===== src/rtl/fp32_pkg.sv =====
// Shared binary32 constants and pipeline payload types for the divider back end.
package fp32_pkg;

  localparam int EXP_BIAS = 127;
  localparam int EXP_MAX  = 255;
  localparam logic [31:0] QNAN = 32'h7FC00000;

  localparam int MANT_W = 24;
  localparam int EXT_W  = 26;
  localparam int EXP_W  = 10;

  // Normalized quotient held between the normalize and round/pack stages.
  typedef struct packed {
    logic                    sign;
    logic [EXT_W-1:0]        n;
    logic signed [EXP_W-1:0] e1;
    logic                    sticky;
    logic                    nan;
    logic                    inf;
    logic                    zero;
    logic                    zm;
  } norm_t;

  typedef struct packed {
    logic [31:0] result;
    logic        ovf;
    logic        unf;
    logic        inexact;
  } res_t;

  function automatic logic [31:0] pack_fp(input logic s, input logic [7:0] e,
                                          input logic [22:0] f);
    return {s, e, f};
  endfunction

endpackage


===== src/rtl/lead_zero.sv =====
// 24-bit priority leading-zero counter; combinational, returns 24 for an all-zero input.
module lead_zero
  import fp32_pkg::*;
(
  input  logic [MANT_W-1:0] din,
  output logic [4:0]        cnt
);

  // Ascending scan: the highest set bit is the last to write cnt.
  always_comb begin
    cnt = 5'd24;
    for (int i = 0; i < MANT_W; i++) begin
      if (din[i]) cnt = 5'(MANT_W - 1 - i);
    end
  end

endmodule


===== src/rtl/fp_div_normalize.sv =====
// Divider normalize/round/pack: two register stages, result one edge after s1 loads.
// Both stages advance together; a held, unaccepted result stalls the whole pipe and in_ready.
module fp_div_normalize
  import fp32_pkg::*;
(
  input  logic              clk,
  input  logic              rst,
  input  logic              in_valid,
  output logic              in_ready,
  input  logic              in_sign,
  input  logic [EXP_W-1:0]  in_exp,
  input  logic [EXT_W-1:0]  in_mant,
  input  logic              in_sticky,
  input  logic              in_nan,
  input  logic              in_inf,
  input  logic              in_zero,
  output logic              out_valid,
  input  logic              out_ready,
  output logic [31:0]       out_result,
  output logic              out_ovf,
  output logic              out_unf,
  output logic              out_inexact
);

  localparam logic signed [EXP_W:0] E2_MAX = (EXP_W+1)'(EXP_MAX);

  logic        en;
  logic        s1_valid;
  logic        s2_valid;
  norm_t       s1;
  norm_t       s1_d;
  res_t        s2;
  res_t        s2_d;
  logic [4:0]  lz;

  assign en       = !(s2_valid && !out_ready);
  assign in_ready = en;

  lead_zero u_lead_zero (
    .din (in_mant[EXT_W-1:2]),
    .cnt (lz)
  );

  // Stage 1: shift the leading one up to bit 25 and compensate the exponent.
  always_comb begin
    s1_d        = '0;
    s1_d.sign   = in_sign;
    s1_d.n      = in_mant << lz;
    s1_d.e1     = $signed(in_exp - {{(EXP_W-5){1'b0}}, lz});
    s1_d.sticky = in_sticky;
    s1_d.nan    = in_nan;
    s1_d.inf    = in_inf;
    s1_d.zero   = in_zero;
    s1_d.zm     = (lz == 5'd24);
  end

  logic [MANT_W-1:0]       m;
  logic                    g;
  logic                    s;
  logic                    up;
  logic [MANT_W:0]         mr;
  logic [22:0]             frac;
  logic signed [EXP_W:0]   e2;

  // Stage 2: round to nearest even, renormalize on carry-out, then classify.
  always_comb begin
    m    = s1.n[EXT_W-1:2];
    g    = s1.n[1];
    s    = s1.n[0] | s1.sticky;
    up   = g & (s | m[0]);
    mr   = {1'b0, m} + {{MANT_W{1'b0}}, up};
    e2   = {s1.e1[EXP_W-1], s1.e1};
    frac = mr[22:0];
    if (mr[MANT_W]) begin
      frac = mr[23:1];
      e2   = e2 + 11'sd1;
    end

    s2_d = '0;
    if (s1.nan) begin
      s2_d.result = QNAN;
    end else if (s1.inf) begin
      s2_d.result = pack_fp(s1.sign, 8'hFF, 23'd0);
    end else if (s1.zero || s1.zm) begin
      s2_d.result = pack_fp(s1.sign, 8'h00, 23'd0);
    end else if (e2 >= E2_MAX) begin
      s2_d.result  = pack_fp(s1.sign, 8'hFF, 23'd0);
      s2_d.ovf     = 1'b1;
      s2_d.inexact = 1'b1;
    end else if (e2 <= 11'sd0) begin
      s2_d.result  = pack_fp(s1.sign, 8'h00, 23'd0);
      s2_d.unf     = 1'b1;
      s2_d.inexact = 1'b1;
    end else begin
      s2_d.result  = pack_fp(s1.sign, e2[7:0], frac);
      s2_d.inexact = g | s;
    end
  end

  always_ff @(posedge clk) begin
    if (rst) begin
      s1_valid <= 1'b0;
      s2_valid <= 1'b0;
      s1       <= '0;
      s2       <= '0;
    end else if (en) begin
      s1_valid <= in_valid;
      if (in_valid) s1 <= s1_d;
      s2_valid <= s1_valid;
      if (s1_valid) s2 <= s2_d;
    end
  end

  assign out_valid   = s2_valid;
  assign out_result  = s2.result;
  assign out_ovf     = s2.ovf;
  assign out_unf     = s2.unf;
  assign out_inexact = s2.inexact;

endmodule


===== config.mk =====
export PLATFORM = sky130hd
export DESIGN_NAME = fp_div_normalize
export DESIGN_NICKNAME = d
export VERILOG_FILES = /design/src/rtl/fp32_pkg.sv /design/src/rtl/lead_zero.sv /design/src/rtl/fp_div_normalize.sv
export SDC_FILE = /design/constraint.sdc
export NUM_CORES = 1
export LEC_CHECK = 0
export BUFFER_PORTS_ARGS = -buffer_cell sky130_fd_sc_hd__buf_2
export CAP_MARGIN = 40
export CORE_UTILIZATION = 50
export CTS_CLUSTER_SIZE = 12
export DETAILED_ROUTE_END_ITERATION = 8
export PLACE_DENSITY = 0.78
export SETUP_SLACK_MARGIN = 0.1
export SKIP_LAST_GASP = 1
export SLEW_MARGIN = 20
export SYNTH_ARGS = -nofsm -noshare
export SYNTH_HDL_FRONTEND = slang
export SYNTH_SLANG_ARGS = --single-unit

===== constraint.sdc =====
create_clock -name clk -period 4.64 [get_ports clk]
set_input_delay 0.696 -clock clk [delete_from_list [all_inputs] [get_ports clk]]
set_output_delay 0.696 -clock clk [all_outputs]
set_load 0.05 [all_outputs]

# Word level (Yosys, flattened, before mapping)
# Cells that the tools add are included.
[word_totals] regBits=79 word_cells=71 output_inout_bits=37
[op_classes] add_sub_neg=3 n_reduce_logical=6 n_lt_le_gt_ge=2 n_mux=39 n_bitwise=5 n_eq_ne=1 n_shift=1
[op_table] cell="$mux W31" count=4
[op_table] cell="$mux W5" count=16
[op_table] cell="$mux W32" count=1
[op_table] cell="$mux W4" count=8
[op_table] cell="$shl A26 B5 Y26" count=1
[op_table] cell="$add A24 B1 Y25" count=1
[op_table] cell="$mux W23" count=1
[op_table] cell="$add A10 B2 Y11 const B" count=1
[op_table] cell="$ge A11 B9 Y1 const B" count=1
[op_table] cell="$le A11 B1 Y1 const B" count=1
[op_table] cell="$mux W11" count=1
[op_table] cell="$sub A10 B5 Y10" count=1
[op_table] cell="$mux W3" count=3
[op_table] cell="$eq A5 B5 Y1 const B" count=1
[op_table] cell="$mux W1" count=5
[op_table] cell="$reduce_and A2 Y1" count=2
[op_table] cell="$or A1 B1 Y1" count=3
[op_table] cell="$logic_not A1 Y1" count=2
[op_table] cell="$and A1 B1 Y1" count=1
[op_table] cell="$logic_and A1 B1 Y1" count=1
[op_table] cell="$logic_or A1 B1 Y1" count=1
[op_table] cell="$not A1 Y1" count=1

# Longest topological paths before layout
# Gate-level depths: netlist of run 1.
[depth] ltp_word=25 depth_mapped=19

# Hierarchy
# From an unflattened synthesis of run 1, not the netlist that was laid out.
[unflattened] cells_unflattened=660 area_unflattened_um2=5285.1
[by_module_without_submodules] mod="fp_div_normalize" cells_each=612 n_inst=1 area_each_um2=5019.8 seq_area_each_um2=1581.5
[by_module_without_submodules] mod="lead_zero" cells_each=48 n_inst=1 area_each_um2=265.3 seq_area_each_um2=0.0

# Worst setup path after synthesis of run 1
# Ideal clock, no wire load.
[synth_path] kind="input -> register" start="input in_mant[9]" end="register s1[12] in the netlist's numbering" n_path_buf=1 required_time_ns=4.549 path_slack_ns=1.141 t_arrival_ns=3.408 setup_ns=0.091 stages=14 cell_sequence="or4_1 o21ai_0 nand2_1 a21oi_1 inv_1 clkbuf_1 ha_1 o21ai_0 nand2b_1 a21o_1 nand2_1 nand2_1 or3_1 a311oi_1"
[synth_between] elab_chain_len=18
[synth_lines] item="from (decl)" line="fp_div_normalize.sv:12" rtl="input logic [EXT_W-1:0] in_mant,"
[synth_lines] item="$mux W4" line="lead_zero.sv:13" rtl="if (din[i]) cnt = 5'(MANT_W - 1 - i);"
[synth_lines] item="$mux W5 (16 in series)" line="lead_zero.sv:13"
[synth_lines] item="$sub A10 B5 Y10" line="fp_div_normalize.sv:49" rtl="s1_d.e1 = $signed(in_exp - {{(EXP_W-5){1'b0}}, lz});"
[synth_lines] item="to (signal assigned)" line="fp_div_normalize.sv:104" rtl="s1 <= '0;"
[synth_lines] item="to (signal assigned)" line="fp_div_normalize.sv:108" rtl="if (in_valid) s1 <= s1_d;"
[synth_lines] item="to (decl)" line="fp_div_normalize.sv:30" rtl="norm_t s1;"
# Every way passes these cells.
# A chain may end at the register's enable or synchronous reset.

# Worst setup path after layout of run 1
[layout_path] start="input in_mant[9]" end="register s1[14] in the netlist's numbering"
# Same word-level chain as after synthesis.

==> results.toml, run 1 <==
[run_status]
outcome = "finished, final reports clean"

[sta]
setup_violations = 0
fin_crit_sh_pct = 73.10
finalHoldViolations = 0
period_minus_slack_ns = 3.392
whs_ns = 0.4561
finalSetupTns_ns = 0
maxSlewViolCount = 0
fin_skew_ns = 0.01410
tightest_slew_ns = 0.8611
slew_headroom_pct = 42.10
fmax_mhz = 294.8
rsz0062_at_grt = "no"

[layout]
multiInputGateArea_mm2 = 0.003730
num_antenna_cells = 0
utilization_pct = 57.65
fin_nets = 864
seq_area_mm2 = 0.001582
synthToLayoutAreaGrowth_pct = 11.92
drive_gt1_share_pct = 18.14
fillers = 1038

[drt]
drc = 0
dr.max_layer_used = "met4"
routed_wl_um = 17400
vias_per_cell = 6.166
antenna_left = 0
drtPass1Iterations = 6
met2_length_um = 7927
vias = 5895
drt-wirelength-per-cell_um = 18.20
drt-initial-drc-count = 587
wl_met1_um = 7803
dr_wl_met3_um = 1121

[clock_network]
worstSkewPairLatency_ns = 0.37
hold_buffers = 0
post_cts_resized = 0
cts-root-buf = "clkbuf_8"
clockBufferDepth = 2
postCtsSetupBuffers = 0
numClockSinks = 79
cts_buffers = 9
path_clk_slew_ns = 0.08
cts_tree = "built"
h-tree-depth = 3

[setup_path]
required_ns = 4.91
endpoint_kind = "register"
path_max_fanout = 17
critPathKind = "in2reg"
cp_data_arrival_time_ns = 3.66
critPathLaunchType = "primary input"

[global_route]
antenna_found_initial = 0
grt_pass1_vias = 5347
grt_usage_pct = 30.73
grt_pass1_wl_um = 27590
overflow = 0
grt_max_degree = 36

[yosys]
synth_top_family_by_area = "simple AND/OR/NAND/NOR gates"
ys.flop_type = "dfxtp_1"
synth-simple-area-share_pct = 29.55
synth_compound_area_share_pct = 24.65
synth_nets = 805
synth_edf_count = 0
syn_inst = 752
yosys.cell_count.top_type = "nand2_1"
synth_warnings = 0
synth.area.mux_share_pct = 5.534
synthTopCellsByArea = "dfxtp_1 28%, nand2_1 6.6%, nor2_1 6.2%, mux2i_1 4.5%, a21oi_1 3.9%"
synth.ff_latch_count = 79
synth_fa_ha_area_share_pct = 1.927
yosysSeqAreaShare_pct = 28.32
synth-async-reset-ratio_pct = 0
yosys.area_share.xor_xnor_pct = 5.019
ys_types = 72
syn_area_mm2 = 0.005584
synthTopCellsByCount = "98 x nand2_1, 92 x nor2_1, 79 x dfxtp_1, 44 x a21oi_1"
syn_area_per_cell_um2 = 7.426
synth_top_area_share_pct = 28.32
synth_top_area_cell = "dfxtp_1"

[placed_design]
dpl.hpwl_um = 13490
gp_congestion = 0.9628
numPortBuffers = 81

[floorplan]
die_h_um = 107.7
core_mm2 = 0.01084
num_rows = 38
ios = 82
die_w_um = 107.7
start_util_pct = 51.51
die_area_mm2 = 0.01160

[worst_hold_path]
min_path_type = "reg2reg"

[pwr]
power.switching_uw = 618.3
intPower_mw = 1.069
seq_power_share_pct = 45.8
clkPwrFrac_pct = 28.3
pwr-share-comb_pct = 25.9
p_sw_share_pct = 36.64
peakVddDrop_v = 0.0002277
power_leakage_nw = 2.496
powerDensity_mw_per_mm2 = 270.0

[run]
cap_violations = 0
## per-layer routing
| metal | GRT usage, % | vias to the layer above |
|---|---|---|
| met4 | 12.52 | 0 |
| met3 | 4.964 | 35 |
| met2 | 48.76 | 257 |
| li1 | - | 2874 |
| met1 | 41.23 | 2729 |
| met5 | 0 | - |
## layout make-up
| cell class | instances | share of cell area, % |
|---|---|---|
| multi-input cells | 605 | 59.68 |
| flip-flops and latches | 79 | 25.31 |
| repair buffers | 93 | 7.928 |
| well taps | 140 | 2.803 |
| clock buffers | 9 | 1.982 |
| inverters | 23 | 1.381 |
| clock inverters | 7 | 0.9209 |
## logic make-up (layout without fill, tap and decap cells)
group                      after synthesis  after routing
xor gates and xnor gates                32             32
muxes                                   28             28
buffers and inverters                   68            132
adders and majority gates                8              8
DFF                                     79             79
and+or+nand+nor                        338            338
AOI/OAI and AO/OA                      199            199
## power groups by stage
stage | combinational [mW] | clock (mW) | sequential, mW
after floorplan | 0.276 | 0 | 0.799
after global placement | 0.426 | 0 | 0.783
after detailed placement | 0.430 | 0 | 0.786
after CTS | 0.432 | 0.487 | 0.770
after global routing | 0.477 | 0.519 | 0.777
final | 0.437 | 0.478 | 0.772
## per-stage QoR
step | setup slack (ns) | cell area, um2 | total power [mW] | instances
floorplan | 1.141 | 5584 | 1.076 | 752
global placement | 1.083 | 6068 | 1.209 | 940
detailed placement | 0.9134 | 6068 | 1.217 | 940
CTS | 1.287 | 6250 | 1.690 | 956
global route | 0.9920 | 6250 | 1.773 | 956
finish | 1.248 | 6250 | 1.687 | 956
## registers in the layout, indices dropped and copies added (netlist names)
name / cells
out_valid: 1
m: 24
s1_valid: 1
out_ovf: 1
s1: 17
out_result: 32
out_inexact: 1
out_unf: 1
g: 1
## critical path, cell delays in order
cell and delay, ns:
buf_2 0.13, or4_1 0.55, nor4b_1 0.45, o21a_1 0.17, buf_4 0.22, inv_1 0.12, ha_1 0.33, a21o_1 0.17
nand2_1 0.08, nand2_1 0.10, nor4_1 0.24, xnor2_1 0.13, a211oi_1 0.28
## placed cells by master, fill, tap and decap left out, drive strengths merged, types with 6 or more instances in the layout
master | netlist | routed
ha | 7 | 7
a21oi | 44 | 44
nor2 | 92 | 92
xor2 | 16 | 16
nor4 | 20 | 20
nor3 | 26 | 26
clkbuf | 31 | 9
or3 | 6 | 6
o22ai | 6 | 6
mux2i | 26 | 26
a22oi | 25 | 25
nand2b | 8 | 8
buf | 14 | 93
dfxtp | 79 | 79
o21ai | 47 | 47
o211ai | 9 | 9
nor2b | 9 | 9
and2 | 7 | 7
nand3 | 31 | 31
inv | 22 | 24
and3 | 6 | 6
xnor2 | 16 | 16
a211oi | 18 | 18
and4 | 6 | 6
nand4 | 15 | 15
nand2 | 99 | 99
a31oi | 8 | 8
## path summary, 6_finish.rpt
kind	end	startpoint	slack, ns	depth (start not counted)
min	out_result[2]	out_result[2]	0.46	2
max reg2reg	out_result[8]	g	1.33	10
max	s1[14]	in_mant[9]	1.25	13
min reg2reg	out_result[2]	out_result[2]	0.46	2
(Power assumes the default switching activity.)
==> run 2: changes to the inputs <==
==> constraint.sdc (replaced) <==
create_clock -name clk -period 3.3 [get_ports clk]
set_input_delay 0.495 -clock clk [delete_from_list [all_inputs] [get_ports clk]]
set_output_delay 0.495 -clock clk [all_outputs]
set_load 0.05 [all_outputs]
==> results.toml, run 2 (synthesis results as in run 1) <==
[drt]
drtPass1Iterations = 5
antenna_left = 0
drt-initial-drc-count = 381
drc = 0
vias_per_cell = 6.095
drt-wirelength-per-cell_um = 17.25
routed_wl_um = 16850
vias = 5955

[layout]
drive_gt1_share_pct = 20.67
layout_commonest_cell = "nand2_1"
synthToLayoutAreaGrowth_pct = 16.13
fin_nets = 885
fin_cells = 977
utilization_pct = 59.82
largest_register_ffs = 32
num_antenna_cells = 0
final_cell_mix = "98 x nand2_1, 92 x nor2_1, 81 x buf_2"

[floorplan]
start_util_pct = 51.51
die_area_mm2 = 0.01160
die_h_um = 107.7
num_rows = 38
ios = 82
die_w_um = 107.7
core_mm2 = 0.01084

[placed_design]
dpl.hpwl_um = 13110
numPortBuffers = 81
gp_congestion = 0.9714
dp_cells = 961
pre_cts_slack_ns = -0.06610

[clock_network]
cts_buffers = 9
cts_tree = "built"
clockBufferDepth = 2
numClockSinks = 79
hold_buffers = 0
h-tree-depth = 3
postCtsSetupBuffers = 0
path_clk_slew_ns = 0.09
cts-root-buf = "clkbuf_8"
worstSkewPairLatency_ns = 0.36

[setup_path]
endpoint_kind = "register"
path_max_fanout = 11
reg2reg_depth = 9
critPathLaunchType = "register"
critPathKind = "reg2reg"
required_ns = 3.58
r2r_setup_slack_ns = 0.31
timing.rr.end = "out_result[17]"
r2r-start = "g"
cp_data_arrival_time_ns = 3.27

[worst_hold_path]
hp-start = "in_inf"
hold_path_end = "s1[2]"
hold_depth = 3
min_path_type = "in2reg"

[sta]
setup_violations = 0
setup_slack_ns = 0.3077
period_minus_slack_ns = 2.992
finalSetupTns_ns = 0
tightest_slew_ns = 0.6720
whs_ns = 0.3669
fin_crit_sh_pct = 90.68
maxSlewViolCount = 0
fmax_mhz = 334.2
slew_headroom_pct = 53.92
rsz0062_at_grt = "no"
fin_skew_ns = 0.01164
finalHoldViolations = 0

[pwr]
peakVddDrop_v = 0.0002861
power_leakage_nw = 2.631
p_sw_share_pct = 33.17
clkPwrFrac_pct = 31.8
power.switching_uw = 839.1
intPower_mw = 1.690
powerDensity_mw_per_mm2 = 390.0
pwr-share-comb_pct = 25.6
seq_power_share_pct = 42.6

[global_route]
antenna_found_initial = 0
grt_pass1_wl_um = 26830
overflow = 0
grt_max_degree = 56
grt_pass1_vias = 5426
grt_usage_pct = 29.20

[run_status]
outcome = "finished, final reports clean"

[run]
cap_violations = 0
run 2: changes by cell type in the layout (fill, tap and decap cells not counted), sizes merged:
cell      previous run  this run
buf                 93       114
bufinv               0         2
clkbuf               9        11
clkinv               4         3
clkinvlp             2         1
inv                 24        22
run 2: cell type report:
class                      count  area [um2]
fill                        1047        4355
tap                          140       175.2
multi-input combinational    605        3754
timing repair buffer         114       665.6
sequential                    79        1582
clock buffer                  11       141.4
clock inverter                 5       81.33
inverter                      23       86.33
run 2: worst max path at each step:
stage / from / end / cells after the start
3_3_place_gp: in_mant[9] / s1[12] / 14
6_report: g / out_result[17] / 9
3_5_place_dp: in_mant[9] / s1[14] / 15
5_1_grt: in_mant[3] / s1[12] / 15
4_1_cts: g / out_result[17] / 9
2_1_floorplan: in_mant[12] / s1[12] / 15
run 2: per-layer routing:
| metal | track usage (%) | routed length (um) | part of all wire [%] |
|---|---|---|---|
| met5 | 0 | 0 | 0 |
| met4 | 12.23 | 549 | 3.3 |
| met3 | 3.814 | 958 | 5.7 |
| met2 | 48.53 | 7862 | 47 |
| met1 | 37.81 | 7483 | 44 |
run 2: metrics by stage:
| stage | area [um2] | total power [mW] |
|---|---|---|
| after floorplan | 5600 | 1.514 |
| after global placement | 6248 | 1.719 |
| after detailed placement | 6248 | 1.731 |
| after CTS | 6471 | 2.522 |
| after global routing | 6485 | 2.645 |
| final | 6485 | 2.529 |
run 2: repair_timing:
item | in CTS | in global routing
hold endpoints to repair | 0 | 0
gates resized for setup | 0 | 6
endpoints found under the setup margin | 0 | 3
run 2: power by group through the flow:
stage	clock network (mW)	registers [mW]	logic, mW
2_1_floorplan	0	1.12	0.390
3_3_place_gp	0	1.10	0.624
3_5_place_dp	0	1.10	0.632
4_1_cts	0.811	1.08	0.635
5_1_grt	0.858	1.09	0.701
6_report	0.804	1.08	0.647
run 2: worst max-delay path, cell delays in order, from the launching register on:
cell and delay (ns):
dfxtp_1 0.39, and2_1 0.19, ha_1 0.25, and4_2 0.31, nand4_1 0.19, mux2i_2 0.29
o41a_2 0.23, or3b_4 0.43, or3_4 0.44, o21ai_0 0.20
==> run 3: changes to the inputs <==
==> constraint.sdc (replaced) <==
create_clock -name clk -period 3.3 [get_ports clk]
set_input_delay 0.66 -clock clk [delete_from_list [all_inputs] [get_ports clk]]
set_output_delay 0.66 -clock clk [all_outputs]
set_load 0.05 [all_outputs]
==> results.toml, run 3 (synthesis results as in run 1) <==
[setup_path]
critical_path.startpoint = "g"
critPathMaxStageDelay_ns = 0.45
r2r-start = "g"
critPathLaunchType = "register"
critPathKind = "reg2reg"
cp_cell_sequence = "and2_1 > ha_2 > and4_2 > nand4_1 > mux2i_2 > o41a_2 > or3b_4 > or3_4 > o21ai_0"
cp_data_arrival_time_ns = 3.34
endpoint_kind = "register"
path_max_fanout = 11
cp_slowest_cell = "or3_4"
required_ns = 3.59

[clock_network]
cts_buffers = 9
worstSkewPairLatency_ns = 0.37
h-tree-depth = 3
cts-root-buf = "clkbuf_8"
clockBufferDepth = 2
numClockSinks = 79
path_clk_slew_ns = 0.08
cts_tree = "built"
hold_buffers = 0

[drt]
drt-wirelength-per-cell_um = 17.83
drt-initial-drc-count = 448
routed_wl_um = 17780
drtPass1Iterations = 7
antenna_left = 0
drc = 0
vias_per_cell = 6.151
vias = 6133

[sta]
fin_skew_ns = 0.009228
whs_ns = 0.4526
finalHoldViolations = 0
period_minus_slack_ns = 3.052
maxSlewViolCount = 0
setup_violations = 0
fin_crit_sh_pct = 92.48
fmax_mhz = 327.7
rsz0062_at_grt = "no"
slew_headroom_pct = 55.01
finalSetupTns_ns = 0
tightest_slew_ns = 0.6723

[placed_design]
dpl.hpwl_um = 13860
gp_congestion = 0.9413
dp_cells = 980
numPortBuffers = 81

[worst_hold_path]
min_path_type = "reg2reg"
hp-start = "out_unf"

[floorplan]
ios = 82
num_rows = 38
die_area_mm2 = 0.01160
core_mm2 = 0.01084
die_h_um = 107.7
die_w_um = 107.7
start_util_pct = 51.51

[global_route]
grt_max_degree = 34
use_met3_pct = 4.419
grt_usage_pct = 31.27
use_met2_pct = 51.47
met1_usage_pct = 40.24
grt_pass1_wl_um = 28300
antenna_found_initial = 0
overflow = 0
grt_pass1_vias = 5627
top_usage_layer = "met2"

[pwr]
peakVddDrop_v = 0.0001999
power_leakage_nw = 2.735
total_power_mw = 2.537
powerDensity_mw_per_mm2 = 380.3

[layout]
drive_gt1_share_pct = 23.45
utilization_pct = 61.53
largest_register_ffs = 32
num_antenna_cells = 0
layout_commonest_cell = "nand2_1"
synthToLayoutAreaGrowth_pct = 19.45
final_cell_mix = "98 x nand2_1, 92 x nor2_1, 81 x buf_2"
fin_nets = 905
fillers = 1059
fin_cells = 997

[run_status]
outcome = "finished, final reports clean"

[run]
cap_violations = 0
==> run 3: cell types whose count changed in the layout (fill, tap and decap cells not counted), sizes merged <==
| cell | before | now |
|---|---|---|
| clkinv | 3 | 2 |
| bufinv | 2 | 1 |
| clkbuf | 11 | 12 |
| buf | 114 | 134 |
| inv | 22 | 23 |
==> run 3: path summary, 6_finish.rpt <==
path / to / slack [ns] / depth (start not counted)
worst max-delay path: out_result[17] / 0.25 / 9
worst min-delay path: out_unf / 0.45 / 2
worst max register to register: out_result[17] / 0.25 / 9
worst min register to register: out_unf / 0.45 / 2
==> run 3: cell type report <==
type | instances | area, um2 | area share [%]
flip-flops and latches | 79 | 1582 | 23.71
inverters | 23 | 86.33 | 1.294
clock inverters | 4 | 51.30 | 0.7691
multi-input cells | 605 | 3795 | 56.89
repair buffers | 134 | 815.8 | 12.23
well taps | 140 | 175.2 | 2.626
clock buffers | 12 | 165.2 | 2.476
==> run 3: through the flow <==
stage	setup slack [ns]	cell area [um2]
6_report	0.2482	6670
3_5_place_dp	-0.02314	6442
4_1_cts	0.2248	6659
3_3_place_gp	0.07456	6442
5_1_grt	0.1001	6670
2_1_floorplan	0.1136	5703
==> run 3: timing repair <==
action                                  4_1_cts  5_1_grt
setup buffers                                 0        1
gates resized for setup                       0        2
endpoints found under the setup margin        0        4
==> run 3: layer usage <==
| metal | share of wire (%) | vias up |
|---|---|---|
| met5 | 0 | - |
| met4 | 3.3 | 0 |
| met3 | 5.7 | 42 |
| met2 | 47 | 260 |
| met1 | 44 | 2883 |
| li1 | - | 2948 |
==> run 3: worst max-delay path: cells and delay by family, from the launching register on <==
family	cells	cell delay, ns
adders and majority gates	1	0.24
muxes	1	0.30
DFF	1	0.41
AOI/OAI and AO/OA	2	0.44
and+or+nand+nor	5	1.59
==> run 3: report_power, final <==
part | leakage, nW | total, mW | internal, mW | switching [mW]
registers | 0.647 | 1.08 | 1.01 | 0.0716
clock network | 0.109 | 0.780 | 0.413 | 0.367
logic | 1.98 | 0.677 | 0.257 | 0.420
total | 2.73 | 2.54 | 1.68 | 0.859
